`config.mk`:
```
export PLATFORM = sky130hd
export DESIGN_NAME = port_monitor
export DESIGN_NICKNAME = d
export VERILOG_FILES = /design/src/rtl/port_monitor_pkg.sv /design/src/rtl/port_monitor_bit_sync.sv /design/src/rtl/port_monitor.sv
export SDC_FILE = /design/constraint.sdc
export NUM_CORES = 1
export LEC_CHECK = 0
export ABC_AREA = 1
export CORE_UTILIZATION = 40
export DETAILED_ROUTE_END_ITERATION = 16
export PLACE_DENSITY_LB_ADDON = 0.2
export SLEW_MARGIN = 20
export SYNTH_ARGS = -nofsm -noshare
export SYNTH_HDL_FRONTEND = slang
export SYNTH_SLANG_ARGS = --single-unit
```
`constraint.sdc`:
```
create_clock -name clk -period 2.23 [get_ports clk]
set_input_delay 0.223 -clock clk [delete_from_list [all_inputs] [get_ports clk]]
set_output_delay 0.223 -clock clk [all_outputs]
set_load 0.05 [all_outputs]
```
`src/rtl/port_monitor_pkg.sv`:
```
// port_monitor_pkg
// Shared definitions for the divided-clock counter port checker:
// default widths and the tracking state enumeration.
// No ports (package).

package port_monitor_pkg;

    localparam int DEF_DATA_W     = 7;
    localparam int DEF_PERIOD_W   = 24;
    localparam int DEF_ERR_W      = 16;
    localparam int DEF_LOCK_COUNT = 4;

    // IDLE   : no reference sample yet (after reset or after a timeout)
    // TRACK  : have a reference, counting consecutive good increments
    // LOCKED : stream verified, mismatches are counted as errors
    typedef enum logic [1:0] {
        IDLE   = 2'd0,
        TRACK  = 2'd1,
        LOCKED = 2'd2
    } state_t;

endpackage

```
`src/rtl/port_monitor_bit_sync.sv`:
```
// bit_sync
// Parameterized-width two-flop synchronizer for signals arriving
// asynchronously to clk. Each bit is synchronized independently; the
// caller must guarantee the bus is stable around the sampling point.
// Ports:
//   clk        in   destination clock
//   rst        in   asynchronous active-low reset (flops clear to 0)
//   async_bits in   WIDTH  bits from the foreign domain
//   sync_bits  out  WIDTH  synchronized copy, two clk cycles of latency

module bit_sync #(
    parameter int WIDTH = 1
) (
    input  logic             clk,
    input  logic             rst,
    input  logic [WIDTH-1:0] async_bits,
    output logic [WIDTH-1:0] sync_bits
);

    logic [WIDTH-1:0] meta;

    // NOTE: non-blocking assignments make meta and sync_bits two distinct
    // stages; blocking ones would collapse the chain into a single flop.
    always_ff @(posedge clk or negedge rst) begin
        if (!rst) begin
            meta      <= '0;
            sync_bits <= '0;
        end else begin
            meta      <= async_bits;
            sync_bits <= meta;
        end
    end

endmodule

```
`src/rtl/port_monitor.sv`:
```
// port_monitor
// Receive-side checker for the divided-clock counter port. Synchronizes
// the slow strobe and its counter bus into clk, captures the bus on each
// strobe falling edge, verifies it advances by +1 (mod 2**DATA_W) per
// strobe period, measures the strobe period in clk cycles and counts
// mismatches seen while locked.
// Ports:
//   clk           in   fast system clock
//   rst           in   asynchronous active-low reset
//   port_in       in   DATA_W    counter bus from pattern generator (async)
//   strobe_in     in   1         slow strobe from pattern generator (async)
//   sample_valid  out  1         one-cycle pulse per capture event
//   sample        out  DATA_W    last captured bus value
//   period        out  PERIOD_W  clk cycles between the last two captures
//   locked        out  1         high while in LOCKED
//   error_count   out  ERR_W     saturating count of mismatches while LOCKED

module port_monitor
    import port_monitor_pkg::*;
#(
    parameter int          DATA_W     = DEF_DATA_W,
    parameter int          PERIOD_W   = DEF_PERIOD_W,
    parameter int          ERR_W      = DEF_ERR_W,
    parameter int          LOCK_COUNT = DEF_LOCK_COUNT,
    parameter int unsigned TIMEOUT    = 2**PERIOD_W - 1
) (
    input  logic                clk,
    input  logic                rst,
    input  logic [DATA_W-1:0]   port_in,
    input  logic                strobe_in,
    output logic                sample_valid,
    output logic [DATA_W-1:0]   sample,
    output logic [PERIOD_W-1:0] period,
    output logic                locked,
    output logic [ERR_W-1:0]    error_count
);

    localparam int                  GOOD_W    = $clog2(LOCK_COUNT + 1);
    localparam logic [GOOD_W-1:0]   LOCK_V    = GOOD_W'(LOCK_COUNT);
    localparam logic [PERIOD_W-1:0] TIMEOUT_V = PERIOD_W'(TIMEOUT);

    // ------------------------------------------------------------------
    // Synchronization and capture detection
    // ------------------------------------------------------------------
    logic [DATA_W:0]   sync_bits;
    logic              strobe_s;
    logic              strobe_d;
    logic [DATA_W-1:0] bus_s;
    logic              capture;

    bit_sync #(
        .WIDTH(DATA_W + 1)
    ) u_sync (
        .clk        (clk),
        .rst        (rst),
        .async_bits ({strobe_in, port_in}),
        .sync_bits  (sync_bits)
    );

    assign strobe_s = sync_bits[DATA_W];
    assign bus_s    = sync_bits[DATA_W-1:0];

    always_ff @(posedge clk or negedge rst) begin
        if (!rst) begin
            strobe_d <= 1'b0;
        end else begin
            strobe_d <= strobe_s;
        end
    end

    // The generator moves the bus on its rising edge, so by the falling
    // edge the synchronized bus has been stable for half a strobe period.
    assign capture = strobe_d & ~strobe_s;

    // ------------------------------------------------------------------
    // Period counter: restarts at 1 on the capture cycle so that the
    // value seen at the next capture equals the full cycle distance.
    // ------------------------------------------------------------------
    logic [PERIOD_W-1:0] period_cnt;
    logic                timed_out;

    always_ff @(posedge clk or negedge rst) begin
        if (!rst) begin
            period_cnt <= '0;
        end else if (capture) begin
            period_cnt <= PERIOD_W'(1);
        end else if (period_cnt != TIMEOUT_V) begin
            period_cnt <= period_cnt + PERIOD_W'(1);
        end
    end

    assign timed_out = (period_cnt == TIMEOUT_V);

    // ------------------------------------------------------------------
    // Compare against the previous sample; the +1 wraps naturally at
    // DATA_W bits, so 2**DATA_W-1 -> 0 counts as a good increment.
    // ------------------------------------------------------------------
    logic [DATA_W-1:0] next_expected;
    logic              match;

    assign next_expected = sample + DATA_W'(1);
    assign match         = (bus_s == next_expected);

    // ------------------------------------------------------------------
    // Tracking FSM with registered outputs. A capture in the same cycle
    // as a timeout takes priority, so the timeout branches sit under the
    // no-capture path.
    // ------------------------------------------------------------------
    state_t            state;
    logic [GOOD_W-1:0] good;

    always_ff @(posedge clk or negedge rst) begin
        if (!rst) begin
            state        <= IDLE;
            good         <= '0;
            sample_valid <= 1'b0;
            sample       <= '0;
            period       <= '0;
            locked       <= 1'b0;
            error_count  <= '0;
        end else begin
            sample_valid <= capture;

            case (state)
                IDLE: begin
                    // First capture only establishes a reference; there is
                    // no previous edge to measure a period against.
                    if (capture) begin
                        sample <= bus_s;
                        good   <= '0;
                        state  <= TRACK;
                        locked <= 1'b0;
                    end
                end

                TRACK: begin
                    if (capture) begin
                        sample <= bus_s;
                        period <= period_cnt;
                        if (match) begin
                            good <= good + GOOD_W'(1);
                            if (good + GOOD_W'(1) == LOCK_V) begin
                                state  <= LOCKED;
                                locked <= 1'b1;
                            end
                        end else begin
                            good <= '0;
                        end
                    end else if (timed_out) begin
                        state  <= IDLE;
                        locked <= 1'b0;
                    end
                end

                LOCKED: begin
                    if (capture) begin
                        sample <= bus_s;
                        period <= period_cnt;
                        if (!match) begin
                            if (error_count != '1) begin
                                error_count <= error_count + ERR_W'(1);
                            end
                            good   <= '0;
                            state  <= TRACK;
                            locked <= 1'b0;
                        end
                    end else if (timed_out) begin
                        state  <= IDLE;
                        locked <= 1'b0;
                    end
                end

                default: begin
                    state  <= IDLE;
                    locked <= 1'b0;
                end
            endcase
        end
    end

endmodule

```
# After elaboration in Yosys (flattened, before gate mapping)

Index checks and enable logic that the tools add are counted.

RAM bits: 0
Bits in read-only memories: 0
Input port bits: 10
Bits in registers: 95
Memories: 0
Output and inout port bits: 49
Latch bits: 0
Word-level logic and storage cells: 66

Div/mod/pow operators: 0
Reductions and logical operators: 10
$add $sub $neg: 4
Order comparisons: 0
Eq/ne operators: 14
Bitwise logic cells: 3
$mul: 0
Mux-type cells: 24
Shifts and indexed selects: 0

Operators with widths:

| cell                                                 | count |
|---|---|
| 2-to-1 mux 24 bit                                    | 2 |
| adder 24 x 1 -> 24 bit (second input constant)       | 1 |
| equality test 24 bit (second input constant)         | 1 |
| inequality test 24 bit (second input constant)       | 1 |
| adder 16 x 1 -> 16 bit (second input constant)       | 1 |
| inequality test 16 bit (second input constant)       | 1 |
| 2-to-1 mux 3 bit                                     | 5 |
| 2-to-1 mux 2 bit                                     | 7 |
| inequality test 3 bit (second input constant)        | 3 |
| case mux 3 bit (3 select lines)                      | 1 |
| inequality test 2 bit (second input constant)        | 4 |
| AND reduction 4 bit                                  | 2 |
| adder 7 x 1 -> 7 bit (second input constant)         | 1 |
| equality test 7 bit                                  | 1 |
| 2-to-1 mux 1 bit                                     | 7 |
| case mux 2 bit (3 select lines)                      | 1 |
| AND reduction 5 bit                                  | 1 |
| AND reduction 2 bit                                  | 2 |
| adder 3 x 1 -> 3 bit (second input constant)         | 1 |
| equality test 3 bit (second input constant)          | 1 |
| case mux 1 bit (3 select lines)                      | 1 |
| nonzero test 3 bit                                   | 1 |
| OR reduction 3 bit                                   | 1 |
| equality test 2 x 1 -> 1 bit (second input constant) | 1 |
| 6 further kinds                                      | 7 |

# Longest topological paths before layout

Word-level depth: 6
Depth in mapped cells: 15
Mapped depth without buffers: 15

# By module

Synthesis repeated with hierarchy kept, for this count alone.

Cell total of the unflattened synthesis: 533
Area, all modules: 4576.9 sq um

By module, submodules not included:

| module       | area an instance (sq um) | sequential area each (sq um) | times used | cells each |
|---|---|---|---|---|
| port_monitor | 4176.5                   | 1976.9                       | 1          | 517 |
| bit_sync     | 400.4                    | 400.4                        | 1          | 16 |

# Worst setup path after synthesis

No wires, ideal clock.

Path kind: reg2reg
Start: register sample[0]
End: register locked
Data required time: 2.111 ns
Cell stages (with the launch flop): 16
Setup slack: 0.225 ns
Period minus slack after synthesis: 2.005 ns
Setup time: 0.119 ns
Arrival: 1.885 ns
Buffers on the path: 0
Cells stage by stage: dfrtp_1 -> ha_1 -> inv_1 -> nand2_1 -> nand2_1 -> nand2_1 -> nor2_1 -> nand2_1 -> nor2_4 -> nand2_4 -> nand3_1 -> nand2_1 -> inv_2 -> nand2_2 -> nand2_1 -> nand2_1

Cells in the longest elaborated chain, start to end: 4
Elaborated cells on any way between the ends: 5
Classes of those cells: add/sub: 1; eq/ne: 3; reduce/logical: 1

RTL lines:

| item                                   | line                | source |
|---|---|---|
| start: declaration                     | port_monitor.sv:32  | `output logic [DATA_W-1:0] sample,` |
| start signal: assignment               | port_monitor.sv:129 | `sample <= bus_s;` |
| start signal: assignment               | port_monitor.sv:138 | `sample <= bus_s;` |
| start signal: assignment               | port_monitor.sv:157 | `sample <= bus_s;` |
| adder 7 x 1 -> 7 bit *                 | port_monitor.sv:101 | `assign next_expected = sample + DATA_W'(1);` |
| equality test 7 bit *                  | port_monitor.sv:102 | `assign match = (bus_s == next_expected);` |
| inequality test 3 bit (no source line) | --                  |  |
| AND reduction 4 bit (no source line) * | --                  |  |
| end signal: assignment                 | port_monitor.sv:119 | `locked <= 1'b0;` |
| end signal: assignment                 | port_monitor.sv:132 | `locked <= 1'b0;` |
| end signal: assignment                 | port_monitor.sv:144 | `locked <= 1'b1;` |
| end: declaration                       | port_monitor.sv:34  | `output logic locked,` |

Mark *: on every way between the ends. The rest lies on a longest branch, timed or not.
A chain may end at the register's enable or synchronous reset.

# Final worst setup path

Start: register period_cnt[0]
End: register period_cnt[0]

Cells in the longest elaborated chain, start to end: 3
Elaborated cells on any way between the ends: 5
Classes of those cells: add/sub: 1; eq/ne: 1; mux: 2; reduce/logical: 1

RTL lines:

| item                     | line               | source |
|---|---|---|
| start: declaration       | port_monitor.sv:79 | `logic [PERIOD_W-1:0] period_cnt;` |
| start signal: assignment | port_monitor.sv:88 | `period_cnt <= period_cnt + PERIOD_W'(1);` |
| adder 24 x 1 -> 24 bit   | port_monitor.sv:88 |  |
| 2-to-1 mux 24 bit        | port_monitor.sv:87 | `end else if (period_cnt != TIMEOUT_V) begin` |
| 2-to-1 mux 24 bit        | port_monitor.sv:85 | `end else if (capture) begin` |

Several ways; a longest one is shown, not always the timed one. The select of a mux whose other input is x is not followed.

==> impl_results.md <==
- Register area: 2377 µm²
- Total die area: 12,650 µm²
- Multiplexer area fraction after synthesis: 0.01384
- Yosys cell types: 38
- Max Fclk: 526.7 MHz
- CTS tree: yes
- Root Buffer: clkbuf_16
- 1st-iter DRT viols: 196
- Highest metal used: met4
- Yosys warns: 0
- Least-Margin Pin Slew: 0.5246 ns
- First-pass iteration count of the detailed router: 4
- Critical Path RT: 2.45 ns
- Met3 Wirelength: 406 µm
- Largest net degree at the start of global routing: 51
- Global-route wire length before repair: 18.09 mm
- Die H: 112.5 µm
- ANT cells: 0
- Dpl hpwl: 7.426 mm
- Port buffer count: 58
- Routed wl met2: 4.407 mm
- # IOs: 59
- Largest family of logic cells by synthesized area: simple AND/OR/NAND/NOR gates
- CP max FO: 11
- CTS buffer count: 9
- Total wire length: 10.35 mm
- Layout Skew: 0.005929 ns
- RSZ-0062 raised after global routing: no
- P&R area growth vs syn: 21.23%
- Tmin final: 1.898 ns
- Worst EP arrival: 2.12 ns
- Post-Synth XOR/XNOR Area: 0.04127
- Adder-Cell Fraction of Synth Area: 0.02307
- Synth Register Bits: 95
- Max VDD drop: 0.3291 mV
- # DRC: 0
- Share of cells above drive strength 1: 0.1562
- Initial Util: 0.4185
- DR vias/cell: 4.961
- Die X-Extent: 112.5 µm
- Slew HR: 0.6492
- Seq/Total Area, Yosys: 0.4871
- Fin crit share: 0.8513
- Max Slew Vio Count: 0
- Post-Syn Instances: 564
- Most common cell after layout, fill and taps aside: nand2_1
- DRT met1 WL: 5.379 mm
- Post-synthesis compound-gate area fraction: 0.09946
- Routed WL per cell: 13.32 µm
- Initial antenna violation count: 0
- GR Overflow Total: 0
- Core Box Area: 11,660 µm²
- Max-cap violations: 0
- H-tree Lvls: 3
- CP Capture Type: register
- Syn avg cell area: 8.654 µm²
- CTS clock-pin slew for the worst setup and hold paths: 0.07 ns
- Gr usage total: 0.1780
- Power density over the cells: 802.4 nW/µm²
- Synthesized net count: 583
- Vias in the first global route: 3,829
- HP Class: in2async
- Worst setup path class: reg2reg
- Final-layout fill cell count: 1,102
- Critical Path Start Type: register
- Area occupied by multi-input gates: 2127 µm²
- Final ANT Viol Nets: 0
- Leakage: 2.565 nW
- Vias: 3,855
- Final setup violation count: 0
- Setup_tns: 0 ns
- Clk buf depth: 2
- Post-Synth Simple-Gate Area: 0.2581
- Clock Latency Late Sink: 0.34 ns
- Util after Layout: 0.5073
- Status: finished clean
- Synthesized cell area: 4881 µm²
- Fin. Hold Viols: 0
- Site Rows: 39
- FF-to-FF path depth: 8
- # clock sinks: 95
- Commonest cells after routing, fill and taps aside: nand2_1 (125), dfrtp_1 (95), inv_1 (64)
- Routability cong.: 0.8794
- Nets: 648
## worst paths after layout
check                               startpoint             endpoint  slack [ns]
worst max-delay path             period_cnt[0]        period_cnt[0]        0.33
worst min-delay path                       rst  u_sync.sync_bits[3]        0.28
worst max register to register   period_cnt[0]        period_cnt[0]        0.33
worst min register to register  u_sync.meta[1]  u_sync.sync_bits[1]        0.35
max in group asynchronous                  rst      error_count[11]        1.31
min in group clk                     strobe_in       u_sync.meta[7]        0.32
## worst max-delay path: stages (launching register included)
cell,delay (ns)
dfrtp_1,0.37
ha_1,0.27
nand3_1,0.13
inv_1,0.07
nand2_1,0.09
nor2_1,0.21
nand3_1,0.38
o21ai_0,0.19
o21ai_1,0.08
## power breakdown
part / leakage, nW / internal (mW) / total (mW) / switching (mW)
logic: 1.19 / 0.442 / 1.30 / 0.858
clock network: 0.118 / 0.755 / 1.42 / 0.663
registers: 1.26 / 1.87 / 2.03 / 0.156
total: 2.56 / 3.07 / 4.75 / 1.68
## area by class of cell
class                   count  area share
repair buffers             68      0.1150
multi-input cells         379      0.3595
well taps                 143     0.03024
clock inverters             5    0.005921
inverters                  76     0.04821
flip-flops and latches     95      0.4018
clock buffers              11     0.03933
## through the flow
stage	power, mW	setup slack [ns]	std cells	area (µm²)	hold slack [ns]
floorplan	2.971	0.2252	564	4881	-0.07259
global placement	3.332	0.2627	757	5617	0.08583
detailed placement	3.364	0.1828	757	5617	0.08816
CTS	4.786	0.1544	774	5894	0.2745
global route	5.011	0.1536	777	5917	0.2972
finish	4.748	0.3315	777	5917	0.2771
## what timing repair did
action	in CTS	in global routing
resized for setup	0	0
hold endpoints to repair	13	0
endpoints found under the setup margin	0	9
setup buffers	0	3
hold buffers	1	0
## synth_stat cells (all sizes together)
library cell | count | area, µm²
nand2 | 146 | 610.6
dfrtp | 95 | 2377
inv | 76 | 285.3
o21ai | 60 | 356.6
nor2 | 38 | 167.7
nand3 | 34 | 207.7
nor3 | 24 | 146.4
a21oi | 13 | 65.06
xor2 | 13 | 113.9
nand4 | 10 | 83.83
xnor2 | 10 | 87.58
ha | 9 | 112.6
buf | 8 | 68.82
clkbuf | 6 | 22.52
mux2 | 6 | 67.56
or2 | 4 | 25.03
a31oi | 3 | 18.77
nor4 | 3 | 18.77
a211oi | 2 | 15.01
a22oi | 2 | 15.01
o31ai | 2 | 15.01
## registers in the layout (all words and copies together) (netlist names)
register	flops
sample_valid	1
strobe_d	1
locked	1
state	2
error_count	16
period_cnt	24
u_sync.meta	8
good	3
u_sync.sync_bits	8
sample	7
period	24
## kinds of logic (layout without fill, tap and decap cells)
family	after synthesis	in the layout
muxes	6	6
DFF	95	95
xor gates and xnor gates	23	23
and+or+nand+nor	259	259
buffers and inverters	90	160
adders and majority gates	9	9
AOI/OAI and AO/OA	82	82
## layer usage
metal,vias to the layer above,GRT usage
met2,87,0.2658
met4,0,0.06311
met3,13,0.03348
li1,1951,-
met1,1804,0.2589
met5,-,0
No activity file was read; power rests on OpenSTA's default activity.
